File: src/rtl/fft_pkg.sv
// Shared types and helpers for the FFT result streamer.
// Optional magnitude mode is selected by the FFT_OUT_MAG_EN macro.
package fft_pkg;

  localparam int N_BINS_DEF = 8;
  localparam int DW_DEF     = 8;

  typedef enum logic [2:0] {
    IDLE,
    FETCH,
    LOAD,
    SEND_RE,
    SEND_IM,
    FINISH
  } state_t;

  // Clamp a sign-extended value into the signed 8-bit range.
  function automatic logic [7:0] sat8(input logic signed [63:0] v);
    if (v > 64'sd127) begin
      return 8'h7F;
    end else if (v < -64'sd128) begin
      return 8'h80;
    end else begin
      return v[7:0];
    end
  endfunction

endpackage

File: src/rtl/fft_out_streamer_if.sv
// Result-buffer read port plus byte-stream handshake of the FFT streamer.
// Identical in both builds (FFT_OUT_MAG_EN on or off).
interface fft_out_streamer_if
  import fft_pkg::*;
#(
  parameter int N_BINS = N_BINS_DEF,
  parameter int DW     = DW_DEF
);
  localparam int AW = $clog2(N_BINS);

  logic                 rd_en;
  logic [AW-1:0]        rd_addr;
  logic signed [DW-1:0] rd_re;
  logic signed [DW-1:0] rd_im;
  logic [7:0]           tx_data;
  logic                 tx_valid;
  logic                 tx_ready;
  logic                 frame_start;

  modport master (
    output rd_en, rd_addr, tx_data, tx_valid, frame_start,
    input  rd_re, rd_im, tx_ready
  );

  modport slave (
    input  rd_en, rd_addr, tx_data, tx_valid, frame_start,
    output rd_re, rd_im, tx_ready
  );
endinterface

File: src/rtl/fft_sat8.sv
// Converts a DW-bit complex result word to output bytes.
// FFT_OUT_MAG_EN: one byte |re|+|im| clamped to 255; otherwise re/im each saturated to signed 8 bits.
module fft_sat8
  import fft_pkg::*;
#(
  parameter int DW = DW_DEF
) (
  input  logic signed [DW-1:0] re,
  input  logic signed [DW-1:0] im,
`ifdef FFT_OUT_MAG_EN
  output logic [7:0]           mag_byte
`else
  output logic [7:0]           re_byte,
  output logic [7:0]           im_byte
`endif
);

`ifdef FFT_OUT_MAG_EN
  logic [DW-1:0] abs_re;
  logic [DW-1:0] abs_im;
  logic [DW:0]   mag_sum;

  // Unsigned DW bits hold |-2^(DW-1)| exactly, so the sum never overflows DW+1.
  always_comb begin
    abs_re   = re[DW-1] ? $unsigned(-re) : $unsigned(re);
    abs_im   = im[DW-1] ? $unsigned(-im) : $unsigned(im);
    mag_sum  = {1'b0, abs_re} + {1'b0, abs_im};
    mag_byte = (32'(mag_sum) > 32'd255) ? 8'hFF : 8'(mag_sum);
  end
`else
  assign re_byte = sat8(64'(re));
  assign im_byte = sat8(64'(im));
`endif

endmodule

File: src/rtl/fft_out_streamer.sv
// Streams one FFT result frame out of the result buffer as bytes over a valid/ready pin interface.
// Define FFT_OUT_MAG_EN to send one magnitude byte per bin instead of real/imag pairs.
module fft_out_streamer
  import fft_pkg::*;
#(
  parameter int N_BINS = N_BINS_DEF,
  parameter int DW     = DW_DEF
) (
  input  logic                clk,
  input  logic                rst_n,
  input  logic                start,
  output logic                busy,
  output logic                done,
  fft_out_streamer_if.master  bus
);

  localparam int AW = $clog2(N_BINS);

`ifdef FFT_OUT_MAG_EN
  localparam state_t LAST_SEND = SEND_RE;
`else
  localparam state_t LAST_SEND = SEND_IM;
`endif

  state_t        state_reg;
  logic [AW-1:0] cnt_reg;
  logic          rd_en_reg;
  logic [AW-1:0] rd_addr_reg;
  logic [7:0]    tx_data_reg;
  logic          tx_valid_reg;
  logic          frame_start_reg;
  logic          busy_reg;
  logic          done_reg;
  logic [7:0]    first_byte;
  logic          last_bin;
  logic          bin_done;

`ifdef FFT_OUT_MAG_EN
  fft_sat8 #(.DW(DW)) u_sat (
    .re       (bus.rd_re),
    .im       (bus.rd_im),
    .mag_byte (first_byte)
  );
`else
  logic [7:0] second_byte;
  logic [7:0] im_byte_reg;

  fft_sat8 #(.DW(DW)) u_sat (
    .re      (bus.rd_re),
    .im      (bus.rd_im),
    .re_byte (first_byte),
    .im_byte (second_byte)
  );
`endif

  assign last_bin = (cnt_reg == AW'(N_BINS - 1));
  // Last byte of the current bin handed over to the reader.
  assign bin_done = tx_valid_reg && bus.tx_ready && (state_reg == LAST_SEND);

  always_ff @(posedge clk or negedge rst_n) begin
    if (!rst_n) begin
      state_reg       <= IDLE;
      cnt_reg         <= '0;
      rd_en_reg       <= 1'b0;
      rd_addr_reg     <= '0;
      tx_data_reg     <= 8'h00;
      tx_valid_reg    <= 1'b0;
      frame_start_reg <= 1'b0;
      busy_reg        <= 1'b0;
      done_reg        <= 1'b0;
`ifndef FFT_OUT_MAG_EN
      im_byte_reg     <= 8'h00;
`endif
    end else begin
      rd_en_reg <= 1'b0;
      done_reg  <= 1'b0;
      case (state_reg)
        IDLE: begin
          if (start) begin
            state_reg   <= FETCH;
            cnt_reg     <= '0;
            rd_addr_reg <= '0;
            rd_en_reg   <= 1'b1;
            busy_reg    <= 1'b1;
          end
        end
        FETCH: state_reg <= LOAD;
        LOAD: begin
          tx_data_reg     <= first_byte;
`ifndef FFT_OUT_MAG_EN
          im_byte_reg     <= second_byte;
`endif
          tx_valid_reg    <= 1'b1;
          frame_start_reg <= (cnt_reg == '0);
          state_reg       <= SEND_RE;
        end
        SEND_RE: begin
`ifndef FFT_OUT_MAG_EN
          if (tx_valid_reg && bus.tx_ready) begin
            tx_data_reg     <= im_byte_reg;
            frame_start_reg <= 1'b0;
            state_reg       <= SEND_IM;
          end
`endif
        end
        SEND_IM: begin
        end
        FINISH: begin
          state_reg <= IDLE;
          busy_reg  <= 1'b0;
          cnt_reg   <= '0;
        end
        default: state_reg <= IDLE;
      endcase

      // Advance to the next bin, or close the frame after the last one.
      if (bin_done) begin
        tx_valid_reg    <= 1'b0;
        frame_start_reg <= 1'b0;
        if (last_bin) begin
          state_reg <= FINISH;
          done_reg  <= 1'b1;
        end else begin
          cnt_reg     <= cnt_reg + 1'b1;
          rd_addr_reg <= cnt_reg + 1'b1;
          rd_en_reg   <= 1'b1;
          state_reg   <= FETCH;
        end
      end
    end
  end

  assign bus.rd_en       = rd_en_reg;
  assign bus.rd_addr     = rd_addr_reg;
  assign bus.tx_data     = tx_data_reg;
  assign bus.tx_valid    = tx_valid_reg;
  assign bus.frame_start = frame_start_reg;
  assign busy            = busy_reg;
  assign done            = done_reg;

endmodule

File: src/flat_wrapper.sv
// flat-port wrapper written by rule: the top's interface ports become plain ports
module fft_out_streamer_flat import fft_pkg::*;
#(
  parameter int N_BINS = N_BINS_DEF,
  parameter int DW     = DW_DEF
)
  (clk, rst_n, start, busy, done, bus_rd_en, bus_rd_addr, bus_tx_data, bus_tx_valid, bus_frame_start, bus_rd_re, bus_rd_im, bus_tx_ready);
  fft_out_streamer_if #(.N_BINS(N_BINS), .DW(DW)) bus_i ();
  input  logic clk;
  input  logic rst_n;
  input  logic start;
  output logic busy;
  output logic done;
  output wire logic [$bits(bus_i.rd_en)-1:0] bus_rd_en;
  output wire logic [$bits(bus_i.rd_addr)-1:0] bus_rd_addr;
  output wire logic [$bits(bus_i.tx_data)-1:0] bus_tx_data;
  output wire logic [$bits(bus_i.tx_valid)-1:0] bus_tx_valid;
  output wire logic [$bits(bus_i.frame_start)-1:0] bus_frame_start;
  input wire logic [$bits(bus_i.rd_re)-1:0] bus_rd_re;
  input wire logic [$bits(bus_i.rd_im)-1:0] bus_rd_im;
  input wire logic [$bits(bus_i.tx_ready)-1:0] bus_tx_ready;
  assign bus_rd_en = bus_i.rd_en;
  assign bus_rd_addr = bus_i.rd_addr;
  assign bus_tx_data = bus_i.tx_data;
  assign bus_tx_valid = bus_i.tx_valid;
  assign bus_frame_start = bus_i.frame_start;
  assign bus_i.rd_re = bus_rd_re;
  assign bus_i.rd_im = bus_rd_im;
  assign bus_i.tx_ready = bus_tx_ready;
  fft_out_streamer #(.N_BINS(N_BINS), .DW(DW)) u_core (.clk(clk), .rst_n(rst_n), .start(start), .busy(busy), .done(done), .bus(bus_i));
endmodule
File: config.mk
export PLATFORM = sky130hd
export DESIGN_NAME = fft_out_streamer_flat
export DESIGN_NICKNAME = d
export VERILOG_FILES = /design/src/rtl/fft_pkg.sv /design/src/rtl/fft_out_streamer_if.sv /design/src/rtl/fft_sat8.sv /design/src/rtl/fft_out_streamer.sv /design/src/flat_wrapper.sv
export SDC_FILE = /design/constraint.sdc
export NUM_CORES = 1
export LEC_CHECK = 0
export ABC_AREA = 1
export CAP_MARGIN = 10
export CORE_MARGIN = 1.5
export CORE_UTILIZATION = 50
export CTS_BUF_LIST = sky130_fd_sc_hd__clkbuf_16
export DETAILED_ROUTE_END_ITERATION = 8
export GPL_ROUTABILITY_DRIVEN = 0
export GPL_TIMING_DRIVEN = 0
export PLACE_DENSITY = 0.92
export SYNTH_ARGS = -nofsm -noshare
export SYNTH_HDL_FRONTEND = slang
export SYNTH_SLANG_ARGS = --single-unit
export TNS_END_PERCENT = 20
File: constraint.sdc
create_clock -name clk -period 3.4 [get_ports clk]
set_input_delay 0.68 -clock clk [delete_from_list [all_inputs] [get_ports clk]]
set_output_delay 0.68 -clock clk [all_outputs]
set_load 0.03 [all_outputs]
* Yosys cells after proc, flatten, opt, wreduce, memory -nomap -nowiden
Index checks and enable logic that the tools add are counted.
** Storage, ports and cells
- Memories :: 0
- Memory bits (writable) :: 0
- Word-level logic and storage cells :: 70
- Latch bits :: 0
- ROM bits :: 0
- Output and inout bits :: 16
- Register bits after elaboration :: 30
- Input port bits :: 20
** Operators by class
- Reductions and logical operators :: 12
- Shift-type cells :: 0
- Mux-type cells :: 32
- $add $sub $neg :: 1
- Bitwise gates (word level) :: 0
- Div/mod/pow operators :: 0
- Equal/unequal tests :: 11
- Magnitude comparators :: 4
- Multipliers :: 0
** Operators with widths (count)
- $mux W8 :: 5
- $mux W3 :: 11
- $gt A8 B8 Y1 const B :: 2
- $lt A8 B8 Y1 const B :: 2
- $pmux W8 S2 :: 1
- $pmux W3 S5 :: 1
- $mux W1 :: 11
- $eq A3 B3 Y1 const B :: 3
- $eq A3 B2 Y1 const B :: 2
- $logic_not A3 Y1 :: 2
- $pmux W3 S2 :: 1
- $reduce_and A2 Y1 :: 3
- $reduce_bool A2 Y1 :: 3
- $ne A2 B1 Y1 const B :: 2
- $pmux W1 S2 :: 2
- $add A3 B1 Y3 const B :: 1
- $eq A3 B1 Y1 const B :: 1
- $ne A3 B1 Y1 const B :: 1
- $ne A3 B2 Y1 const B :: 1
- $reduce_and A3 Y1 :: 1
- $reduce_bool A3 Y1 :: 1
- $logic_and A1 B1 Y1 :: 2
- $ne A2 B2 Y1 const B :: 1

* Logic depth before layout (Yosys ltp)
Gate-level depths: netlist of the first run.
- Word-level depth :: 4
- Gate-level depth with buffers :: 8

* Cells and area by module
A second synthesis of the first run with hierarchy kept.
** Second synthesis, totals
- Cells, all modules :: 190
- Area, all modules :: 1503.9 um2
** By module, submodules not included
- fft_out_streamer :: instances 1, area an instance 1443.9 um2, seq. area each 750.7 um2, cells each 174
- fft_sat8 :: instances 1, area an instance 60.1 um2, seq. area each 0.0 um2, cells each 16

* Worst setup path after synthesis of the first run
No wires, ideal clock.
- Path kind :: input to register
- Start point :: in bus_tx_ready
- End point :: reg u_core.cnt_reg[0]
- Stages on the path :: 5
- Path slack :: 2094 ps
- Arrival time :: 1188 ps
- Required time :: 3282 ps
- Cells stage by stage :: nand2_1 > inv_2 > nand4_4 > nand3_1 > nand2_1
** On the way
- Longest elaborated chain between the ends :: 3
** RTL lines
- start: declaration :: line flat_wrapper.sv:21 : input wire logic [$bits(bus_i.tx_ready)-1:0] bus_tx_ready;
- $logic_and A1 B1 Y1 (2 in a row) :: line fft_out_streamer.sv:58 : assign bin_done = tx_valid_reg && bus.tx_ready && (state_reg == LAST_SEND);
- $mux W3 :: line fft_out_streamer.sv:117 : if (bin_done) begin
- end signal: assignment :: line fft_out_streamer.sv:124 : cnt_reg <= cnt_reg + 1'b1;
- end: declaration :: line fft_out_streamer.sv:26 : logic [AW-1:0] cnt_reg;
No other way between the ends.
A chain may end at the register's enable or synchronous reset.

* Final worst setup path of the first run
- Start point :: reg u_core.tx_valid_reg, in the netlist u_core.bus.tx_valid
- End point :: out bus_tx_valid
** RTL lines
- start: declaration :: line fft_out_streamer.sv:30 : logic tx_valid_reg;
- start signal: assignment :: line fft_out_streamer.sv:67 : tx_valid_reg <= 1'b0;
- start signal: assignment :: line fft_out_streamer.sv:93 : tx_valid_reg <= 1'b1;
- start signal: assignment :: line fft_out_streamer.sv:118 : tx_valid_reg <= 1'b0;
- end: declaration :: line flat_wrapper.sv:17 : output wire logic [$bits(bus_i.tx_valid)-1:0] bus_tx_valid;
No word-level cell between the ends.

==> results of run 1 <==
==> cells in the mapped netlist <==
library cell | number | area (um2)
nand2_1 | 78 | 293
nand3_2 | 4 | 40.0
inv_1 | 10 | 37.5
nor2_8 | 1 | 20.0
o21ai_1 | 8 | 40.0
nor2_4 | 1 | 11.3
dfrtp_1 | 30 | 751
ha_1 | 3 | 37.5
inv_2 | 6 | 22.5
nand4_4 | 1 | 21.3
nand4_1 | 2 | 12.5
buf_2 | 1 | 5.00
nand2_4 | 1 | 11.3
nand2_8 | 2 | 40.0
nand3_1 | 16 | 80.1
buf_4 | 3 | 22.5
nor2_1 | 4 | 15.0
nand3_4 | 1 | 17.5
==> report_power, final <==
| part | switching [W] | internal [W] | total [W] |
|---|---|---|---|
| clock | 0.000141 | 0.000260 | 0.000401 |
| sequential | 0.000103 | 0.000505 | 0.000608 |
| combinational | 0.000580 | 0.000352 | 0.000932 |
==> area by class of cell <==
class | count | share of cell area (%)
multi-input combinational | 122 | 31.7
clock buffer | 5 | 6.21
inverter | 16 | 2.98
tap | 31 | 1.93
buffer | 4 | 1.37
sequential | 30 | 37.3
clock inverter | 2 | 0.373
timing repair buffer | 36 | 18.1
==> worst max path at each step <==
stage | from | to | slack, ns | cells past startpoint
floorplan | bus_tx_ready | u_core.cnt_reg[0]$_DFF_PN0_ | 2.09 | 5
global placement | rst_n | u_core.bus.tx_data[3]$_DFFE_PN0P_ | 1.18 | 1
detailed placement | bus_tx_ready | u_core.bus.rd_addr[2]$_DFF_PN0_ | 1.52 | 7
CTS | u_core.bus.tx_valid$_DFFE_PN0P_ | bus_tx_valid | 1.37 | 1
global route | u_core.bus.tx_valid$_DFFE_PN0P_ | bus_tx_valid | 1.36 | 1
finish | u_core.bus.tx_valid$_DFFE_PN0P_ | bus_tx_valid | 1.38 | 1
==> metal layers <==
metal  GRT usage (%)  share of wire (%)  up-vias
met5               0                  0        -
met4            10.6                1.7        0
met3            6.35                5.1        7
met2            34.1                 52       36
met1            26.4                 42      586
li1                -                  -      627
==> logic make-up after synthesis <==
| group | synth area share (%) |
|---|---|
| buffers and inverters | 5.93 |
| adder cells (fa/ha/maj) | 2.54 |
| AND/OR/NAND/NOR | 38.0 |
| AO/OA/AOI/OAI | 2.71 |
| flip-flops | 50.8 |
==> metrics by stage <==
| stage | instances | setup slack (ns) | cell area [um2] |
|---|---|---|---|
| after floorplan | 172 | 2.09 | 1480 |
| after global placement | 238 | 1.18 | 1870 |
| after detailed placement | 239 | 1.52 | 1880 |
| after CTS | 246 | 1.37 | 2010 |
| after global routing | 246 | 1.36 | 2010 |
| final | 246 | 1.38 | 2010 |
==> impl_metrics.env, run 1 <==
export IMPL_worstSkewPairLatency_ns=0.28
export IMPL_antennaDiodeCount=0
export IMPL_htree_levels=2
export IMPL_clock_sinks=30
export IMPL_setup_viol=0
export IMPL_utilization_pct=72.4
export IMPL_grt_overflow_total=0
export IMPL_syn_num_nets=195
export IMPL_ys_types=18
export IMPL_totalPowerFinal_w=0.00194
export IMPL_cts_tree="done"
export IMPL_fmaxAchievable_mhz=495
export IMPL_min_from="u_core.busy$_DFFE_PN0P_"
export IMPL_final_cell_mix="78 x nand2_1, 35 x clkdlybuf4s50_1, 30 x dfrtp_1"
export IMPL_r2r_end="u_core.bus.tx_data[6]$_DFFE_PN0P_"
export IMPL_ys_seq_elements=30
export IMPL_drt_iter0_markers=37
export IMPL_pin_count=36
export IMPL_cellLeakagePower_nw=1.06
export IMPL_timing_final_crit_share_pct=59.4
export IMPL_r2r_cells=8
export IMPL_fp_coreArea_um2=2780
export IMPL_viasPerCell=5.11
export IMPL_cts_clk_slew_worst_paths_ns=0.04
export IMPL_rows=19
export IMPL_syn_area_per_cell_um2=8.59
export IMPL_worst_pin_slew_ns=0.714
export IMPL_crit_buf_inv=1
export IMPL_hold_ws_ns=0.474
export IMPL_cts_hold_buf=0
export IMPL_max_cap_viol_count=0
export IMPL_synth_seq_area_share_pct=50.8
export IMPL_synth_warnings=0
export IMPL_drtPass1Iterations=5
export IMPL_area_growth_pct=36.3
export IMPL_multi_input_area_um2=639
export IMPL_grt_max_degree=17
export IMPL_slew_viol_final=0
export IMPL_cp_start_kind="register"
export IMPL_nets=238
export IMPL_rsz0062_at_grt="no"
export IMPL_port_buffers=35
export IMPL_drc=0
export IMPL_dieArea_um2=3290
export IMPL_r2r_start="u_core.state_reg[2]$_DFFE_PN0P_"
export IMPL_tns_ns=0
export IMPL_wire_per_inst_um=13.0
export IMPL_post_route_min_period_ns=2.02
export IMPL_worst_hold_path_type="register to register"
export IMPL_root_buffer="clkbuf_16"
export IMPL_cts_resized=0
export IMPL_start_util_pct=53.1
export IMPL_wl_um=3200
export IMPL_grt_pass1_vias=1198
export IMPL_crit_path_end_kind="primary output"
export IMPL_slowest_stage="clkdlybuf4s50_1"
export IMPL_seq_area_um2=751
export IMPL_num_fill_cells=209
export IMPL_cts_setup_buffers=0
export IMPL_critical_path_peak_fanout=3
export IMPL_holdPathStages=2
export IMPL_peakVddDrop_uv=772
export IMPL_ant_nets=0
export IMPL_cts_buffers=5
export IMPL_critPathMaxStageDelay_ns=0.68
export IMPL_crit_type="register to primary output"
export IMPL_fp_dieW_um=57.4
export IMPL_crit_chain="clkdlybuf4s50_1"
export IMPL_powerDensity_nw_per_um2=963
export IMPL_hold_path_end="u_core.busy$_DFFE_PN0P_"
export IMPL_grt_pass1_wl_um=5250
export IMPL_antenna_found_initial=0
export IMPL_drive_gt1_share_pct=12.6
export IMPL_die_height_um=57.4
export IMPL_critPathTopFamily="buffers and inverters"
export IMPL_hpwlAfterDp_um=2290
export IMPL_r2r_setup_slack_ns=2.03
export IMPL_syn_inst=172
export IMPL_cp_arrival_ns=1.34
export IMPL_max_slew_margin_pct=52.3
export IMPL_grt_total_usage_pct=21.4
export IMPL_hold_viol=0
export IMPL_required_ns=2.72
export IMPL_finClkSkew_ns=0.00634
export IMPL_num_vias=1256
export IMPL_syn_area_um2=1480
export IMPL_final_common_cell="nand2_1"
export IMPL_cts_buffer_depth=2
export IMPL_status="completed"
(Power assumes the default switching activity.)
==> inputs of run 2 (changes only) <==
--- a/config.mk
+++ b/config.mk
@@ -8,12 +8,12 @@
 export ABC_AREA = 1
 export CAP_MARGIN = 10
 export CORE_MARGIN = 1.5
-export CORE_UTILIZATION = 50
+export CORE_UTILIZATION = 44
 export CTS_BUF_LIST = sky130_fd_sc_hd__clkbuf_16
 export DETAILED_ROUTE_END_ITERATION = 8
 export GPL_ROUTABILITY_DRIVEN = 0
 export GPL_TIMING_DRIVEN = 0
-export PLACE_DENSITY = 0.92
+export PLACE_DENSITY = 0.86
 export SYNTH_ARGS = -nofsm -noshare
 export SYNTH_HDL_FRONTEND = slang
 export SYNTH_SLANG_ARGS = --single-unit
==> constraint.sdc (replaced) <==
create_clock -name clk -period 1.7 [get_ports clk]
set_input_delay 0.34 -clock clk [delete_from_list [all_inputs] [get_ports clk]]
set_output_delay 0.34 -clock clk [all_outputs]
set_load 0.03 [all_outputs]
==> impl_metrics.env, run 2 (same netlist as run 1, synthesis figures left out) <==
export IMPL_cp_arrival_ns=1.31
export IMPL_r2r_cells=7
export IMPL_r2r_setup_slack_ns=0.34
export IMPL_htree_levels=2
export IMPL_clock_sinks=30
export IMPL_cts_hold_buf=0
export IMPL_multi_input_area_um2=639
export IMPL_powerDensity_nw_per_um2=1950
export IMPL_crit_buf_inv=1
export IMPL_worstSkewPairLatency_ns=0.28
export IMPL_max_cap_viol_count=0
export IMPL_cts_buffers=5
export IMPL_area_growth_pct=39.8
export IMPL_critical_path_peak_fanout=2
export IMPL_grt_max_degree=18
export IMPL_drt_iter0_markers=60
export IMPL_setup_viol=0
export IMPL_wl_um=3130
export IMPL_cp_start_kind="register"
export IMPL_grt_pass1_vias=1197
export IMPL_finClkSkew_ns=0.00354
export IMPL_cp_num_cells=1
export IMPL_die_height_um=61.0
export IMPL_root_buffer="clkbuf_16"
export IMPL_max_slew_margin_pct=48.1
export IMPL_post_route_min_period_ns=1.65
export IMPL_peakVddDrop_uv=838
export IMPL_dieArea_um2=3710
export IMPL_cts_clk_slew_worst_paths_ns=0.05
export IMPL_start_util_pct=47.2
export IMPL_drc=0
export IMPL_fp_dieW_um=61.0
export IMPL_crit_chain="clkdlybuf4s50_1"
export IMPL_hold_viol=0
export IMPL_pin_count=36
export IMPL_port_buffers=35
export IMPL_dpl_worst_slack_ns=0.180
export IMPL_rsz0062_at_grt="no"
export IMPL_grt_overflow_total=0
export IMPL_num_vias=1244
export IMPL_drive_gt1_share_pct=13.9
export IMPL_setup_ws_ns=0.0543
export IMPL_num_fill_cells=242
export IMPL_antennaDiodeCount=0
export IMPL_ant_nets=0
export IMPL_nets=238
export IMPL_cellLeakagePower_nw=1.07
export IMPL_fp_coreArea_um2=3130
export IMPL_cts_buffer_depth=2
export IMPL_fin_cells=260
export IMPL_placed_area_um2=1900
export IMPL_timing_final_crit_share_pct=96.8
export IMPL_crit_path_end="bus_frame_start"
export IMPL_worst_pin_slew_ns=0.776
export IMPL_viasPerCell=4.78
export IMPL_drtPass1Iterations=4
export IMPL_grt_total_usage_pct=20.6
export IMPL_required_ns=1.36
export IMPL_rows=20
export IMPL_fin_area_um2=2070
export IMPL_critPathTopFamily="buffers and inverters"
export IMPL_placed_cells=252
export IMPL_crit_path_end_kind="primary output"
export IMPL_grt_pass1_wl_um=5360
export IMPL_crit_type="register to primary output"
export IMPL_antenna_found_initial=0
export IMPL_wire_per_inst_um=12.0
export IMPL_worstSetupStartpoint="u_core.bus.frame_start$_DFFE_PN0P_"
export IMPL_slew_viol_final=0
export IMPL_r2r_end="u_core.cnt_reg[2]$_DFF_PN0_"
export IMPL_fmaxAchievable_mhz=608
export IMPL_r2r_start="u_core.cnt_reg[1]$_DFF_PN0_"
export IMPL_final_cell_mix="78 x nand2_1, 34 x clkdlybuf4s50_1, 30 x dfrtp_1"
export IMPL_hpwlAfterDp_um=2190
export IMPL_slowest_stage="clkdlybuf4s50_1"
export IMPL_seq_area_um2=751
export IMPL_cts_tree="done"
export IMPL_worst_hold_path_type="register to register"
export IMPL_critPathMaxStageDelay_ns=0.67
export IMPL_status="completed"
export IMPL_final_common_cell="nand2_1"
==> run 2: worst min path at each step <==
stage	from	endpoint	slack, ns	depth (start not counted)
after floorplan	rst_n	u_core.bus.frame_start$_DFFE_PN0P_	0.04	0
after global placement	u_core.busy$_DFFE_PN0P_	u_core.busy$_DFFE_PN0P_	0.46	2
after detailed placement	u_core.im_byte_reg[3]$_DFFE_PN0P_	u_core.im_byte_reg[3]$_DFFE_PN0P_	0.47	2
after CTS	u_core.im_byte_reg[3]$_DFFE_PN0P_	u_core.im_byte_reg[3]$_DFFE_PN0P_	0.48	2
after global routing	u_core.im_byte_reg[3]$_DFFE_PN0P_	u_core.im_byte_reg[3]$_DFFE_PN0P_	0.51	2
final	u_core.busy$_DFFE_PN0P_	u_core.busy$_DFFE_PN0P_	0.48	2
==> run 2: layout make-up <==
cell class / count / area share, %
buffer: 4 / 1.33
clock buffer: 5 / 6.06
clock inverter: 3 / 1.94
inverter: 16 / 2.91
multi-input combinational: 122 / 31.0
sequential: 30 / 36.3
tap: 44 / 2.67
timing repair buffer: 36 / 17.8
==> run 2: layer usage <==
metal  wire (um)  global-route usage (%)  share of wire (%)
met4          76                    12.1                2.4
met2        1700                    33.8                 54
met3          92                    4.69                2.9
met1        1260                    24.7                 40
met5           0                       0                  0
==> run 2: what timing repair did <==
action / 4_1_cts / 5_1_grt
endpoints found under the setup margin: 0 / 1
setup buffers: 0 / 0
resized for setup: 0 / 1
==> run 2: power breakdown <==
group          switching (W)  internal (W)  total [W]
clock               0.000300      0.000684   0.000983
combinational        0.00113      0.000704    0.00183
sequential          0.000201       0.00101    0.00121
total                0.00163       0.00240    0.00403
==> run 2: stage by stage <==
| step | hold slack (ns) | setup TNS [ns] | total power [W] | util (%) |
|---|---|---|---|---|
| after floorplan | 0.0444 | 0 | 0.00247 | - |
| after global placement | 0.459 | -5.31 | 0.00299 | 60.2 |
| after detailed placement | 0.466 | 0 | 0.00305 | 60.7 |
| after CTS | 0.480 | 0 | 0.00407 | 66.0 |
| after global routing | 0.507 | 0 | 0.00433 | 66.0 |
| final | 0.478 | 0 | 0.00403 | 66.0 |
==> run 2: tightest hold or removal path, cell delays in order (launching register included) <==
cell and delay [ns]:
dfrtp_1 0.34, nand2_1 0.06, nand2_1 0.05
